--- config.mk ---
export PLATFORM = sky130hd
export DESIGN_NAME = uart_tx_fifo
export DESIGN_NICKNAME = d
export VERILOG_FILES = /design/src/rtl/uart_tx_fifo.sv
export SDC_FILE = /design/constraint.sdc
export NUM_CORES = 1
export LEC_CHECK = 0
export ABC_AREA = 1
export BUFFER_PORTS_ARGS = -buffer_cell sky130_fd_sc_hd__buf_2
export CAP_MARGIN = 5
export CORE_ASPECT_RATIO = 0.75
export CORE_MARGIN = 4
export CORE_UTILIZATION = 39
export CTS_BUF_LIST = sky130_fd_sc_hd__clkbuf_8
export CTS_CLUSTER_DIAMETER = 100
export CTS_CLUSTER_SIZE = 14
export DETAILED_ROUTE_END_ITERATION = 10
export PLACE_DENSITY_LB_ADDON = 0.3
export SLEW_MARGIN = 5
export SYNTH_ARGS = -nofsm -noshare
export SYNTH_HDL_FRONTEND = slang
export SYNTH_SLANG_ARGS = --single-unit
--- constraint.sdc ---
create_clock -name clk -period 2.3 [get_ports clk]
set_input_delay 0.345 -clock clk [delete_from_list [all_inputs] [get_ports clk]]
set_output_delay 0.345 -clock clk [all_outputs]
set_load 0.1 [all_outputs]
--- src/rtl/uart_tx_fifo.sv ---
// Byte FIFO feeding a UART transmitter: buffers host writes and launches one byte per
// transmitter busy period over a wrEn/din/busy handshake, flagging rise timeouts.
module uart_tx_fifo #(
    parameter int unsigned DEPTH        = 16,
    parameter int unsigned AW           = $clog2(DEPTH),
    parameter int unsigned RISE_TIMEOUT = 7
) (
    input  logic          clk,
    input  logic          rst,
    input  logic          wrEn,
    input  logic [7:0]    din,
    output logic          full,
    output logic          empty,
    output logic [AW:0]   count,
    output logic          overflow,
    input  logic          clrErr,
    output logic          txWrEn,
    output logic [7:0]    txDin,
    input  logic          txBusy,
    output logic          txErr
);

    localparam int unsigned TW = $clog2(RISE_TIMEOUT + 1);
    localparam logic [AW:0]   FULL_CNT    = DEPTH[AW:0];
    localparam logic [TW-1:0] TIMEOUT_VAL = RISE_TIMEOUT[TW-1:0];

    typedef enum logic [1:0] {
        StIdle,
        StWaitRise,
        StWaitFall
    } state_e;

    state_e        state_q, state_d;
    logic [AW-1:0] wr_ptr_q, wr_ptr_d;
    logic [AW-1:0] rd_ptr_q, rd_ptr_d;
    logic [AW:0]   count_q, count_d;
    logic          full_q, full_d;
    logic          empty_q, empty_d;
    logic          overflow_q, overflow_d;
    logic          tx_err_q, tx_err_d;
    logic          tx_wr_en_q, tx_wr_en_d;
    logic [7:0]    tx_din_q, tx_din_d;
    logic [TW-1:0] timer_q, timer_d;
    logic [7:0]    mem_q [DEPTH];

    logic push;
    logic pop;
    logic timeout;

    // Full is judged on the registered (pre-edge) count, so a same-cycle pop never rescues a write.
    assign push = wrEn && !full_q;
    assign pop  = (state_q == StIdle) && !empty_q && !txBusy;

    always_comb begin
        state_d    = state_q;
        timer_d    = timer_q;
        tx_wr_en_d = 1'b0;
        tx_din_d   = tx_din_q;
        timeout    = 1'b0;
        unique case (state_q)
            StIdle: begin
                if (pop) begin
                    tx_din_d   = mem_q[rd_ptr_q];
                    tx_wr_en_d = 1'b1;
                    timer_d    = '0;
                    state_d    = StWaitRise;
                end
            end
            StWaitRise: begin
                if (txBusy) begin
                    state_d = StWaitFall;
                end else begin
                    timer_d = timer_q + 1'b1;
                    // The byte is already popped; a timeout abandons it rather than retrying.
                    if (timer_d == TIMEOUT_VAL) begin
                        timeout = 1'b1;
                        state_d = StIdle;
                    end
                end
            end
            StWaitFall: begin
                if (!txBusy) begin
                    state_d = StIdle;
                end
            end
            default: state_d = StIdle;
        endcase
    end

    always_comb begin
        wr_ptr_d = push ? wr_ptr_q + 1'b1 : wr_ptr_q;
        rd_ptr_d = pop ? rd_ptr_q + 1'b1 : rd_ptr_q;
        case ({push, pop})
            2'b10:   count_d = count_q + 1'b1;
            2'b01:   count_d = count_q - 1'b1;
            default: count_d = count_q;
        endcase
        full_d     = (count_d == FULL_CNT);
        empty_d    = (count_d == '0);
        // Set beats clear when both land on the same edge.
        overflow_d = (overflow_q && !clrErr) || (wrEn && full_q);
        tx_err_d   = (tx_err_q && !clrErr) || timeout;
    end

    always_ff @(posedge clk or negedge rst) begin
        if (!rst) begin
            state_q    <= StIdle;
            wr_ptr_q   <= '0;
            rd_ptr_q   <= '0;
            count_q    <= '0;
            full_q     <= 1'b0;
            empty_q    <= 1'b1;
            overflow_q <= 1'b0;
            tx_err_q   <= 1'b0;
            tx_wr_en_q <= 1'b0;
            tx_din_q   <= 8'h00;
            timer_q    <= '0;
        end else begin
            state_q    <= state_d;
            wr_ptr_q   <= wr_ptr_d;
            rd_ptr_q   <= rd_ptr_d;
            count_q    <= count_d;
            full_q     <= full_d;
            empty_q    <= empty_d;
            overflow_q <= overflow_d;
            tx_err_q   <= tx_err_d;
            tx_wr_en_q <= tx_wr_en_d;
            tx_din_q   <= tx_din_d;
            timer_q    <= timer_d;
        end
    end

    always_ff @(posedge clk) begin
        if (push) begin
            mem_q[wr_ptr_q] <= din;
        end
    end

    assign full     = full_q;
    assign empty    = empty_q;
    assign count    = count_q;
    assign overflow = overflow_q;
    assign txErr    = tx_err_q;
    assign txWrEn   = tx_wr_en_q;
    assign txDin    = tx_din_q;

endmodule

==> metrics, run 1 <==
cells on worst reg2reg path 12; vias in the first global route 4,047; Total Wirelength 14.8 mm; nets between 600 and 700; Max Clock Skew ~0.013 ns; Layout Area Growth over Synthesis 14.8%; RR Startpoint empty$_DFF_PN1_; synth warn 0; routed vias 4,240; Max-Cap Viols 0; Main synth FF type edfxtp_1; core box area 16,300 um^2; Buf+Inv Stages, Crit Path 1; reg2reg end full$_DFF_PN0_; slowest CP cell dfstp_4; crit path to full$_DFF_PN0_; setup TNS 0 ns; row cnt 40; Clock Pin Slew Worst Setup and Hold Paths about 0.080 ns; slowest cell delay on critical path 0.63 ns; share of flip-flops with an asynchronous set or reset 0.195; post-route ant nets 0; number of synthesized register bits 159; Die H 120 um; CTS root buf clkbuf_8; Req. time, crit path 2.68 ns; sequential cell area fraction in the yosys report 0.704; crit-path cells nor2_4 > nand3_4 > nand2_1 > nand2_1 > inv_1 > ha_1 > nand2_1 > o21ai_1 > or2_2 > nor2_1 > nand3_2 > nor2_2; I/O Pins 31; Yosys cell types 35; Mapped Cells 533; Fmax around 480 MHz; CP Capture Type flop; final RePlAce weighted congestion approximately 0.83; Detailed Routing Iterations Pass 1 6; critical path class flop to flop; global-route wire length before repair 23.3 mm; Initial Utilization 0.404; initial antenna violation count 0; CP dominant cell by count nand2_1; worst vdd ir 765 uV; Final Hold Viols 0; Final min period 2.08 ns; gr usage total 0.165; CTS buffer count 17; n_diodes 0; DIE AREA approximately 19,000 um^2; Worst-Skew Late Latency 0.46 ns; Max-slew headroom 0.498; worst slew pin tran 0.753 ns; Final HPWL DP 9.88 mm; Crit. path cell count 12; Leak Pwr approximately 2.8 nW; crit-path leading delay family simple AND/OR/NAND/NOR gates; number of H-tree levels 4; Synth top area share 0.586; Pins Over Slew Limit 0; initial DRC count 402; total global routing overflow 0; status finished, final reports clean; DRC viols 0; crit path launch type flop; post-route cell area roughly 7500 um^2; WP data arrival 2.46 ns; DR vias/cell 5.23; Setup violations, final 0; Mapped Nets 555; layout cell share with drive strength beyond 1 0.185; top area cells in the synthesized netlist edfxtp_1, dfrtp_1, nor2_1; RSZ-0062 raised after global routing false; PwrDens 1370 nW/um^2; Area after DPL 7100 um^2; CTS tree yes; Crit. Startpoint empty$_DFF_PN1_; chip width around 160 um; clk buf depth 2; largest net degree at the start of global routing 38; Routed wire per std cell around 18 um; Synth area leader edfxtp_1; Sink Count 159; crit share post-route 0.906; r2r setup slk 0.22 ns; Power, Total 10.3 mW; Mean Syn Cell Area 12.3 um^2; Post-synth EDFFs 128; # port buffers 30; synthesized cell area 6560 um^2; Min-Delay Path Class input pin to flop; largest driver fanout on the critical path 4
[cell usage after synthesis, types with 3 or more instances]
cell type	number
o21ai_1	18
inv_1	32
xor2_1	6
mux2i_1	4
o221ai_1	18
buf_2	10
ha_1	9
a31oi_1	6
nor2_1	84
o22ai_1	8
a21oi_1	15
buf_4	4
o21ai_0	54
nand3_1	19
edfxtp_1	128
nand4_1	3
nand2_1	49
dfrtp_1	30
clkbuf_1	12
nand2_2	3
[metal layers]
metal,part of all wire,track usage
met5,0,0
met2,0.44,0.238
met1,0.49,0.247
met4,0.010,0.0430
met3,0.062,0.0440
[worst min path at each step]
stage / cells past startpoint / to / startpoint
2_1_floorplan: 0 / count[0]$_DFF_PN0_ / rst
3_3_place_gp: 1 / overflow$_DFF_PN0_ / rst
3_5_place_dp: 1 / overflow$_DFF_PN0_ / rst
4_1_cts: 2 / overflow$_DFF_PN0_ / clrErr
5_1_grt: 2 / txErr$_DFF_PN0_ / clrErr
6_report: 2 / overflow$_DFF_PN0_ / clrErr
[layout by cell type (no fill, tap or decap), types with 4 or more instances in the layout]
cell and count:
nand3_1 19, clkinv_2 4, o21ai_1 19, a21oi_1 15
nand2_1 49, nor2_1 84, edfxtp_1 128, dfrtp_1 27
mux2i_1 4, buf_4 30, inv_1 34, bufinv_16 4
o221ai_1 18, o21ai_0 53, xor2_1 6, o22ai_1 8
buf_2 30, ha_1 8, a31oi_1 6, clkbuf_8 18
[final cells by class]
cell class	count	area [um^2]
fillers	1448	8730
inverters	35	131
well taps	210	263
flip-flops and latches	159	4630
clock buffers	18	248
multi-input cells	313	1700
repair buffers	61	385
clock inverters	14	178
[stage by stage]
step / util / hold slack, ns / instances / setup slack, ns
global route: 0.463 / 0.0679 / 810 / 0.0341
detailed placement: 0.436 / 0.455 / 777 / 0.190
global placement: 0.436 / 0.436 / 777 / 0.235
finish: 0.463 / 0.0926 / 810 / 0.217
floorplan: - / 0.0494 / 533 / 0.00499
CTS: 0.463 / 0.0718 / 810 / 0.174
[repair_timing]
item / 4_1_cts / 5_1_grt
gates resized for setup: 0 / 1
hold buffers: 1 / 0
buffers inserted: 0 / 0
endpoints found under the setup margin: 0 / 1
hold endpoints to repair: 30 / 0
[cell families (layout without fill, tap and decap cells)]
group | Yosys count | after routing | share of synthesized area
xor+xnor | 9 | 9 | 0.0132
compound gates | 122 | 122 | 0.107
fa+ha+maj | 9 | 9 | 0.0172
flops | 159 | 159 | 0.704
mux | 4 | 4 | 0.00610
buf+inv | 61 | 128 | 0.0391
simple gates | 169 | 169 | 0.113
[registers in the layout, summed over array words and instances (netlist names)]
register / flops
count: 5
empty: 1
full: 1
mem_q: 128
overflow: 1
rd_ptr_q: 4
state_q: 2
timer_q: 3
txDin: 8
txErr: 1
txWrEn: 1
wr_ptr_q: 4
[report_power, final]
group	internal (mW)	leakage [nW]	total, mW	switching (mW)
Clock	1.20	0.230	2.20	1.00
Sequential	3.60	1.53	3.85	0.255
Combinational	1.12	1.06	4.28	3.16
Total	5.91	2.82	10.3	4.42
Note: power is estimated with default switching activity, not from simulation.
==> inputs of run 2 (changes only) <==
--- a/config.mk
+++ b/config.mk
@@ -9,8 +9,7 @@
 export BUFFER_PORTS_ARGS = -buffer_cell sky130_fd_sc_hd__buf_2
 export CAP_MARGIN = 5
 export CORE_ASPECT_RATIO = 0.75
-export CORE_MARGIN = 4
-export CORE_UTILIZATION = 39
+export CORE_UTILIZATION = 45
 export CTS_BUF_LIST = sky130_fd_sc_hd__clkbuf_8
 export CTS_CLUSTER_DIAMETER = 100
 export CTS_CLUSTER_SIZE = 14
==> metrics, run 2 (same netlist as run 1, synthesis figures left out) <==
max reg flops between 100 and 150; Req. time, crit path 2.68 ns; largest net degree at the start of global routing just under 70; Power Internal approximately 5.8 mW; Biggest register mem_q; setup TNS 0 ns; Final HPWL DP 9.39 mm; Sequential Power Share 0.378; Max Clock Skew ~0.011 ns; Area after DPL roughly 7100 um^2; commonest non-fill, non-tap cells in the layout edfxtp_1, nor2_1, o21ai_0, nand2_1, inv_1; switching pwr 4.42 mW; chip width 141 um; Sink Count 159; Die H 107 um; Final min period 2.11 ns; crit path launch type flop; status finished, final reports clean; CP Capture Type flop; largest driver fanout on the critical path 4; gr usage total 0.201; I/O Pins 31; critical path class flop to flop; clock share of power 0.207; global-route wire length before repair 22.1 mm; n_diodes 0; Worst-Skew Late Latency approximately 0.44 ns; total global routing overflow 0; Total Wirelength between 10 and 15 mm; crit share post-route 0.916; sequential cell area 4630 um^2; multi-input logic area 1700 um^2; row cnt 37; post-route ant nets 0; initial DRC count between 400 and 500; number of H-tree levels 4; Final Hold Viols 0; worst slack, placed roughly 0.17 ns; Pins Over Slew Limit 0; CTS root buf clkbuf_8; DR vias/cell 5.47; fillers approximately 1,200; most common cell after layout, fill and taps aside edfxtp_1; initial antenna violation count 1; RSZ-0062 raised after global routing false; Worst Hold Margin 0.104 ns; layout cell share with drive strength beyond 1 0.186; combinational fraction of design power 0.415; DRC viols 0; Max-slew headroom 0.473; Min-Delay Path Class input pin to flop; routed vias 4,330; Routed wire per std cell ~18 um; Detailed Routing Iterations Pass 1 4; PwrDens ~1400 nW/um^2; Leak Pwr 2.79 nW; Setup violations, final 0; Initial Utilization 0.469; Fmax 475 MHz; Max-Cap Viols 0; DIE AREA 15,100 um^2; uppermost layer routed met5; Routed met3 length around 1.1 mm; met2 WL post-DR 6.33 mm; DRT met1 WL 6.55 mm; final RePlAce weighted congestion 0.838; worst slew pin tran 0.790 ns; Layout Area Growth over Synthesis 14.4%; Sw Share 0.431; clk buf depth 2; nets 606; WP data arrival 2.48 ns; # port buffers 30; CTS tree yes; core box area 14,000 um^2; vias in the first global route around 4,100; CTS buffer count 17; Clock Pin Slew Worst Setup and Hold Paths 0.08 ns; worst vdd ir ~740 uV; post-route cell area 7510 um^2; final worst slack 0.194 ns
-- run 2: cell types whose count changed in the layout (fill, tap and decap cells not counted) --
cell	previous run	this run
buf_12	0	2
buf_4	30	25
bufinv_16	4	3
clkinv_1	1	2
clkinv_2	4	3
clkinv_4	3	5
clkinvlp_4	0	2
inv_1	34	31
nor2_1	84	83
nor2_2	1	2
-- run 2: final cells by class --
class                      instances  area share
sequential                       159       0.616
multi-input combinational        313       0.227
timing repair buffer              58      0.0517
clock buffer                      18      0.0330
tap                              195      0.0325
clock inverter                    14      0.0223
inverter                          35      0.0175
-- run 2: power groups by stage --
stage | Sequential [mW] | Clock, mW | Combinational, mW
global placement | 3.91 | 0 | 4.12
finish | 3.87 | 2.12 | 4.25
CTS | 3.87 | 2.15 | 4.23
floorplan | 4.82 | 0 | 2.18
detailed placement | 3.93 | 0 | 4.21
global route | 3.92 | 2.25 | 4.62
-- run 2: path summary, 6_finish.rpt --
kind                                 startpoint                endpoint  slack, ns  depth (start not counted)
max reg2reg                     empty$_DFF_PN1_          full$_DFF_PN0_       0.19                         12
min in group asynchronous                   rst  timer_q[0]$_DFFE_PN0P_       0.53                          2
max                             empty$_DFF_PN1_          full$_DFF_PN0_       0.19                         12
min                                      clrErr         txErr$_DFF_PN0_       0.10                          2
max in group asynchronous                   rst      count[1]$_DFF_PN0_       1.22                          2
min reg2reg                txDin[6]$_DFFE_PN0P_    txDin[6]$_DFFE_PN0P_       0.49                          2
-- run 2: routing by layer --
metal / up-vias / GRT usage
li1: 2006 / -
met1: 2138 / 0.282
met3: 24 / 0.0523
met4: 2 / 0.0891
met2: 160 / 0.298
met5: - / 0
-- run 2: repair_timing --
action,4_1_cts,5_1_grt
gates resized for setup,0,2
hold endpoints to repair,30,0
setup buffers,0,0
setup endpoints to repair,0,2
hold buffers,1,0
-- run 2: critical path, stage by stage, from the launching register on --
cell and delay [ns]:
dfstp_4 0.63, nor2_4 0.05, nand3_4 0.12, nand2_1 0.08, nand2_1 0.07, inv_1 0.05
ha_1 0.26, nand2_1 0.07, o21ai_1 0.08, or2_2 0.29, nor2_2 0.12, nand3_2 0.11
nor2_2 0.11
-- run 2: stage by stage --
stage	power [mW]	util	std cells
2_1_floorplan	7.01	-	533
3_3_place_gp	8.03	0.506	759
3_5_place_dp	8.14	0.506	759
4_1_cts	10.2	0.537	792
5_1_grt	10.8	0.537	792
6_report	10.2	0.537	792
==> inputs of run 3 (changes only) <==
--- a/config.mk
+++ b/config.mk
@@ -10,11 +10,12 @@
 export CAP_MARGIN = 5
 export CORE_ASPECT_RATIO = 0.75
 export CORE_UTILIZATION = 45
-export CTS_BUF_LIST = sky130_fd_sc_hd__clkbuf_8
+export CTS_BUF_LIST = sky130_fd_sc_hd__clkbuf_8 sky130_fd_sc_hd__clkbuf_16
 export CTS_CLUSTER_DIAMETER = 100
 export CTS_CLUSTER_SIZE = 14
 export DETAILED_ROUTE_END_ITERATION = 10
-export PLACE_DENSITY_LB_ADDON = 0.3
+export MAX_ROUTING_LAYER = met4
+export PLACE_DENSITY = 0.72
 export SLEW_MARGIN = 5
 export SYNTH_ARGS = -nofsm -noshare
 export SYNTH_HDL_FRONTEND = slang
==> metrics, run 3 (same netlist as run 1, synthesis figures left out) <==
status finished with violations; failing checks hold timing; crit path launch type flop; post-route ant nets 0; worst slack, placed 0.159 ns; WP data arrival 2.47 ns; final RePlAce weighted congestion 0.821; commonest non-fill, non-tap cells in the layout edfxtp_1, nor2_1, o21ai_0, nand2_1, inv_1; fillers 1,175; max reg flops 128; clock share of power 0.246; slowest CP cell dfstp_4; combinational fraction of design power 0.393; Initial Utilization 0.469; Worst-Skew Late Latency 0.42 ns; slowest cell delay on critical path 0.63 ns; worst slew pin tran 0.754 ns; Max Clock Skew 0.00891 ns; vias in the first global route 4,255; switching pwr 4.50 mW; Post-CTS Setup Bufs 0; CP dominant cell by count nand2_1; row cnt 37; largest net degree at the start of global routing between 50 and 60; Sw Share 0.420; crit-path cells nor2_4 > nand3_4 > nand2_1 > nand2_1 > inv_1 > ha_1 > nand2_1 > o21ai_1 > or2_2 > nor2_2 > nand3_2 > nor2_2; initial antenna violation count 2; Sink Count about 160; worst vdd ir 819 uV; Max-slew headroom 0.498; Layout Area Growth over Synthesis 16.5%; clk buf depth 2; nets 606; Total Wirelength 14.2 mm; largest driver fanout on the critical path 4; DRC viols 0; cts hold-fix bufs 0; CP Capture Type flop; Final min period 2.12 ns; placed insts 760; critical path class flop to flop; Req. time, crit path 2.65 ns; Final Hold Viols 5; Sequential Power Share 0.361; Final HPWL DP 9.42 mm; Detailed Routing Iterations Pass 1 5; I/O Pins 31; total global routing overflow 0; core box area 14,000 um^2; CTS buffer count 17; fin cells 794; Setup violations, final 0; CTS tree yes; Clock Pin Slew Worst Setup and Hold Paths 0.06 ns; RSZ-0062 raised after global routing false; PwrDens 1400 nW/um^2; DR vias/cell 5.36; chip width 141 um; global-route wire length before repair between 20 and 25 mm; Min-Delay Path Class input pin to asynchronous set/reset pin; r2r setup slk 0.18 ns; Biggest register mem_q; Worst Hold Margin -0.00588 ns; Fmax around 470 MHz; Routed wire per std cell around 18 um; # port buffers 30; setup TNS 0 ns; final worst slack 0.178 ns; Pins Over Slew Limit 0; Leak Pwr 2.86 nW; layout cell share with drive strength beyond 1 0.186; initial DRC count 344; DIE AREA 15,100 um^2; crit share post-route 0.922; routed vias between 4,000 and 5,000; number of H-tree levels 4; Die H between 100 and 150 um; gr usage total 0.213; CTS root buf clkbuf_16; most common cell after layout, fill and taps aside edfxtp_1; Power Internal roughly 6.2 mW; Max-Cap Viols 0
run 3: worst paths after layout:
kind / cells after the start / to / start
worst max-delay path: 12 / full$_DFF_PN0_ / empty$_DFF_PN1_
max in group asynchronous: 1 / count[1]$_DFF_PN0_ / rst
min in group clk: 2 / txErr$_DFF_PN0_ / clrErr
worst min register to register: 2 / txDin[6]$_DFFE_PN0P_ / txDin[6]$_DFFE_PN0P_
worst max register to register: 12 / full$_DFF_PN0_ / empty$_DFF_PN1_
worst min-delay path: 1 / txDin[6]$_DFFE_PN0P_ / rst
run 3: stage by stage:
step / total power [mW] / utilization / hold slack (ns) / instance area (um^2)
finish: 10.7 / 0.547 / -0.00588 / 7640
global route: 11.3 / 0.547 / 0.0470 / 7640
CTS: 10.8 / 0.546 / 0.0208 / 7640
detailed placement: 8.10 / 0.506 / 0.465 / 7080
global placement: 7.95 / 0.506 / 0.456 / 7080
floorplan: 7.01 / - / 0.0494 / 6590
run 3: critical path: cells and delay by family (launching register included):
kind            cells  cell delay (ns)
buf+inv             1             0.05
compound gates      1             0.07
simple gates        9             1.02
fa+ha+maj           1             0.27
flops               1             0.63
run 3: per-layer routing:
metal / wire length (um) / vias to the layer above / GRT usage
met5: 0 / - / -
met4: 109 / 0 / 0.0630
met3: 988 / 10 / 0.0540
met2: 6490 / 145 / 0.315
met1: 6630 / 2089 / 0.294
li1: - / 2011 / -
run 3: area by class of cell:
class / instances / area [um^2] / share of cell area
flip-flops and latches: 159 / 4630 / 0.606
multi-input cells: 313 / 1700 / 0.223
clock buffers: 19 / 475 / 0.0622
repair buffers: 58 / 373 / 0.0488
well taps: 195 / 244 / 0.0319
inverters: 35 / 131 / 0.0172
clock inverters: 13 / 85.1 / 0.0111
diodes: 2 / 5.00 / 0.000655
run 3: repair_timing:
item	in CTS	in global routing
resized for setup	0	2
endpoints found under the hold margin	0	0
setup endpoints to repair	0	2
run 3: power by group through the flow:
| stage | registers, mW | clock network (mW) | logic [mW] |
|---|---|---|---|
| final | 3.88 | 2.64 | 4.22 |
| after floorplan | 4.82 | 0 | 2.18 |
| after detailed placement | 3.93 | 0 | 4.16 |
| after global placement | 3.91 | 0 | 4.04 |
| after CTS | 3.88 | 2.68 | 4.21 |
| after global routing | 3.93 | 2.79 | 4.63 |
